### src/rtl/adc_sample_averager.sv
// ADC sample averager: accumulates blocks of 2^LOG2_N unsigned samples over a
// valid/ready handshake and publishes the truncated mean as a held word with a
// single-cycle valid strobe. Supports single-shot and continuous acquisition and
// aborts a block with a sticky error when the ADC stalls for TIMEOUT cycles.
module adc_sample_averager #(
    parameter int DATA_W  = 16,
    parameter int LOG2_N  = 3,
    parameter int TIMEOUT = 1023
) (
    input  logic              clk,
    input  logic              rst_n,
    input  logic              start,
    input  logic              continuous,
    input  logic              smp_valid,
    input  logic [DATA_W-1:0] smp_data,
    output logic              smp_ready,
    output logic [DATA_W-1:0] adc_data,
    output logic              adc_valid,
    output logic              busy,
    output logic              timeout_err,
    output logic [LOG2_N:0]   sample_cnt
);

    // Sum of 2^LOG2_N samples of DATA_W bits fits in DATA_W+LOG2_N bits.
    localparam int ACC_W   = DATA_W + LOG2_N;
    localparam int STALL_W = (TIMEOUT < 2) ? 1 : $clog2(TIMEOUT + 1);

    // sample_cnt value held while the final sample of a block is being accepted
    localparam logic [LOG2_N:0]    LAST_IDX  = (LOG2_N + 1)'((1 << LOG2_N) - 1);
    // stall count that, with one more empty cycle, reaches TIMEOUT
    localparam logic [STALL_W-1:0] STALL_LIM = STALL_W'(TIMEOUT - 1);

    typedef enum logic [1:0] {
        IDLE  = 2'd0,
        ACCUM = 2'd1,
        DONE  = 2'd2
    } state_t;

    state_t             state;
    logic [ACC_W-1:0]   acc;
    logic [ACC_W-1:0]   acc_next;
    logic [STALL_W-1:0] stall_cnt;
    logic               accept;

    // Truncating mean: drop the LOG2_N fractional bits, no rounding.
    function automatic logic [DATA_W-1:0] trunc_mean(input logic [ACC_W-1:0] sum);
        return DATA_W'(sum >> LOG2_N);
    endfunction

    assign smp_ready = (state == ACCUM);
    assign busy      = (state != IDLE);
    assign accept    = smp_valid && smp_ready;
    assign acc_next  = acc + ACC_W'(smp_data);

    // Block sequencing, accumulation, stall supervision and result publication.
    always_ff @(posedge clk or negedge rst_n) begin
        if (!rst_n) begin
            state       <= IDLE;
            acc         <= '0;
            stall_cnt   <= '0;
            sample_cnt  <= '0;
            adc_data    <= '0;
            adc_valid   <= 1'b0;
            timeout_err <= 1'b0;
        end else begin
            adc_valid <= 1'b0;
            case (state)
                IDLE: begin
                    if (start) begin
                        state       <= ACCUM;
                        acc         <= '0;
                        sample_cnt  <= '0;
                        stall_cnt   <= '0;
                        timeout_err <= 1'b0;
                    end
                end
                ACCUM: begin
                    if (accept) begin
                        acc        <= acc_next;
                        sample_cnt <= sample_cnt + 1'b1;
                        stall_cnt  <= '0;
                        if (sample_cnt == LAST_IDX) begin
                            // final sample: publish mean computed from the
                            // sum including this sample
                            adc_data  <= trunc_mean(acc_next);
                            adc_valid <= 1'b1;
                            state     <= DONE;
                        end
                    end else if (stall_cnt == STALL_LIM) begin
                        // ADC dead: abandon the block, keep the last result
                        timeout_err <= 1'b1;
                        stall_cnt   <= '0;
                        state       <= IDLE;
                    end else begin
                        stall_cnt <= stall_cnt + 1'b1;
                    end
                end
                DONE: begin
                    if (continuous) begin
                        state      <= ACCUM;
                        acc        <= '0;
                        sample_cnt <= '0;
                        stall_cnt  <= '0;
                    end else begin
                        state <= IDLE;
                    end
                end
                default: begin
                    state <= IDLE;
                end
            endcase
        end
    end

endmodule

### config.mk
export PLATFORM = sky130hd
export DESIGN_NAME = adc_sample_averager
export DESIGN_NICKNAME = d
export VERILOG_FILES = /design/src/rtl/adc_sample_averager.sv
export SDC_FILE = /design/constraint.sdc
export NUM_CORES = 1
export LEC_CHECK = 0
export CAP_MARGIN = 20
export CORE_ASPECT_RATIO = 0.6
export CORE_MARGIN = 3
export CORE_UTILIZATION = 51
export CTS_BUF_LIST = sky130_fd_sc_hd__clkbuf_2 sky130_fd_sc_hd__clkbuf_4 sky130_fd_sc_hd__clkbuf_8
export DETAILED_ROUTE_END_ITERATION = 12
export PLACE_DENSITY = 0.78
export SYNTH_ARGS = -nofsm -noshare
export SYNTH_HDL_FRONTEND = slang
export SYNTH_SLANG_ARGS = --single-unit
### constraint.sdc
create_clock -name clk -period 2.3 [get_ports clk]
set_input_delay 0.23 -clock clk [delete_from_list [all_inputs] [get_ports clk]]
set_output_delay 0.23 -clock clk [all_outputs]
set_load 0.005 [all_outputs]
==> results.py <==
metrics = {
    "floorplanning": {
        "dieArea_sq_mm": 0.00730,
        "num_rows": 21,
        "core_area_sq_mm": 0.00581,
        "die_y_microns": 67.4,
        "initial_core_util": 0.552,
        "chipWidth_microns": 108,
        "pin_count": 45,
    },
    "clock_network": {
        "clk_pin_slew_worst_paths_ps": 90,
        "cts.sinks": 53,
        "cts_tree": "done",
        "clock_latency_ps": 300,
        "cts_inserted_buffers": 5,
        "root_buffer": "clkbuf_8",
        "htreeDepth": 2,
        "cts_buffer_depth": 2,
    },
    "detailed_routing": {
        "routed_wl_mm": 7.87,
        "first_pass_iters": 5,
        "drc": 0,
        "drtAntennaViolNets": 0,
        "detail_route.wl_per_cell_microns": 16.0,
        "routed_via_density": 5.72,
        "dr.first_iter.drc_count": 216,
        "vias": 2820,
    },
    "place": {
        "dpl_cell_area_sq_mm": 0.00390,
        "io_buffers": 44,
        "place_inst": 484,
        "dp_hpwl_mm": 5.98,
        "gp_congestion": 0.917,
        "pre_cts_ws_ps": -246,
    },
    "layout": {
        "nets": 454,
        "diodes": 0,
        "fin_util": 0.699,
        "design_area_sq_mm": 0.00406,
        "area_growth_pct": 26.7,
        "finalNonFillerCells": 493,
        "layout-drive-gt1-share": 0.155,
        "fillers": 469,
        "regArea_sq_mm": 0.00133,
        "multi_input_area_sq_mm": 0.00182,
    },
    "timing": {
        "rsz0062_at_grt": "true",
        "fin_skew_ps": 7.87,
        "fin_crit_sh": 0.983,
        "fin_ws_ps": 38.3,
        "tightest_slew_ps": 585,
        "setup_viol": 0,
        "timing.fmax_mhz": 442,
        "hold_viol": 0,
        "relSlewSlack": 0.610,
        "period_minus_slack_ps": 2260,
        "slew_viol_final": 0,
    },
    "power": {
        "seq_power_share": 0.318,
        "p_sw_w": 0.00177,
        "p_leak_nw": 1.80,
        "pwr-share-clk": 0.136,
        "vdd_drop_max_mv": 0.548,
        "switching_share": 0.388,
        "power.internal_w": 0.00279,
        "p_per_area_mw_per_mm2": 1120,
        "pwr-share-comb": 0.546,
    },
    "grt": {
        "grt_use_total": 0.237,
        "grt_overflow": 0,
        "grt_max_degree": 30,
        "grt_pass1_vias": 2758,
        "antenna_found_initial": 0,
        "grt_pass1_wl_mm": 13.5,
    },
    "setup_path": {
        "worstSetupPathType": "reg2reg",
        "crit_required_ps": 2490,
        "max_stage_delay_ps": 420,
        "r2r_cells": 8,
        "cp.arrival_ps": 2450,
        "end_kind": "register",
        "path_buf_inv": 0,
        "start_kind": "register",
        "slowest_stage": "dfrtp_1",
        "cp_cell_sequence": "ha_4 > fa_2 > a211oi_4 > nor3b_2 > or2_4 > a31oi_4 > xnor2_2 > mux2_2",
        "r2r_slack_ps": 40,
        "cp_max_fo": 4,
        "cp_top_family": "adder cells",
        "cp_num_cells": 8,
    },
    "job": {
        "drv_cap": 0,
    },
    "logic_synthesis": {
        "netlist_area_sq_mm": 0.00320,
        "syn_inst": 345,
        "yosysMostFrequentCell": "nand2_1",
        "ys_warn_count": 0,
        "yosysUniqueCellTypes": 65,
        "async_reset_ff_frac": 1.00,
        "synth_top_area_frac": 0.414,
        "synth.area.top_cells": "dfrtp_1, ha_1, nand2_1, o21ai_0, a21oi_1",
        "seq_area_frac_synth": 0.414,
        "synthFlopType": "dfrtp_1",
        "synth-edff-count": 0,
        "synth_top_area_cell": "dfrtp_1",
        "synth_common_cells": "nand2_1, dfrtp_1, o21ai_0",
        "avgSynthCellArea_sq_um": 9.29,
        "syn-num-nets": 386,
        "ys_ff_latch": 53,
    },
    "hold_path": {
        "worstHoldPathType": "in2async",
    },
    "run_status": {
        "status": "completed",
    },
}
## placed cells by master, fill, tap and decap left out, types with 2 or more instances in the layout
cell	instances
a211o_1	3
a21o_1	5
a21oi_1	20
a22o_1	3
a31oi_1	2
a31oi_4	2
and2_1	6
and3_1	6
buf_4	29
clkbuf_8	5
clkdlybuf4s50_1	43
dfrtp_1	53
ha_1	18
inv_1	3
mux2_2	2
mux2i_1	2
nand2_1	58
nand3_1	9
nand3b_1	2
nand4_1	5
nor2_1	19
nor3_1	5
nor4_1	2
o211ai_1	3
o21a_1	4
o21ai_0	32
o21ai_1	3
o22ai_1	5
o31ai_1	3
or2_1	2
or3_1	2
xnor2_1	9
xor2_1	8
## registers in the layout, summed over array words and instances, names as in the netlist
signal,cells
adc_data,16
sample_cnt,4
stall_cnt,10
adc_valid,1
state,2
timeout_err,1
acc,19
## per-stage QoR
step | setup TNS, ps | hold slack (ps) | total power (W)
final | 0 | 445 | 0.00455
after global routing | -81.9 | 500 | 0.00492
after CTS | 0 | 457 | 0.00448
after detailed placement | -2550 | 251 | 0.00385
after global placement | -2180 | 262 | 0.00377
after floorplan | 0 | -65.6 | 0.00287
## logic make-up after synthesis
logic type | share of synthesized area
buffers and inverters | 0.0301
DFF | 0.414
and+or+nand+nor | 0.191
AOI/OAI and AO/OA | 0.222
adders and majority gates | 0.0804
xor gates and xnor gates | 0.0492
muxes | 0.0133
## worst paths after layout
check                                         from                      end
min                                          rst_n  adc_data[8]$_DFFE_PN0P_
max                             acc[0]$_DFFE_PN0P_  adc_data[9]$_DFFE_PN0P_
max reg2reg                     acc[0]$_DFFE_PN0P_  adc_data[9]$_DFFE_PN0P_
min in group clk           adc_data[5]$_DFFE_PN0P_  adc_data[5]$_DFFE_PN0P_
min reg2reg                adc_data[5]$_DFFE_PN0P_  adc_data[5]$_DFFE_PN0P_
max in group asynchronous                    rst_n       acc[0]$_DFFE_PN0P_
## repair_timing
item | CTS | global route
setup buffers | 0 | 1
hold endpoints to repair | 24 | 0
endpoints found under the setup margin | 0 | 12
gates resized for setup | 0 | 11
hold buffers | 1 | 0
## metal layers
metal / up-vias / part of all wire / global-route usage
met2: 75 / 0.42 / 0.370
met1: 1358 / 0.52 / 0.355
met3: 7 / 0.054 / 0.0382
li1: 1380 / - / -
met4: 0 / 0.0055 / 0.0394
met5: - / 0 / 0
## power by group through the flow
stage          clock, W  combinational [W]  sequential, W
5_1_grt        0.000660            0.00276        0.00150
6_report       0.000620            0.00249        0.00145
3_5_place_dp          0            0.00239        0.00146
3_3_place_gp          0            0.00233        0.00144
2_1_floorplan         0            0.00145        0.00142
4_1_cts        0.000629            0.00241        0.00144
## final cells by class
cell class,instances,area share
flip-flops and latches,53,0.327
inverters,5,0.00585
well taps,80,0.0246
multi-input cells,273,0.449
clock buffers,5,0.0169
repair buffers,75,0.168
clock inverters,2,0.00863
(Power assumes the default switching activity.)
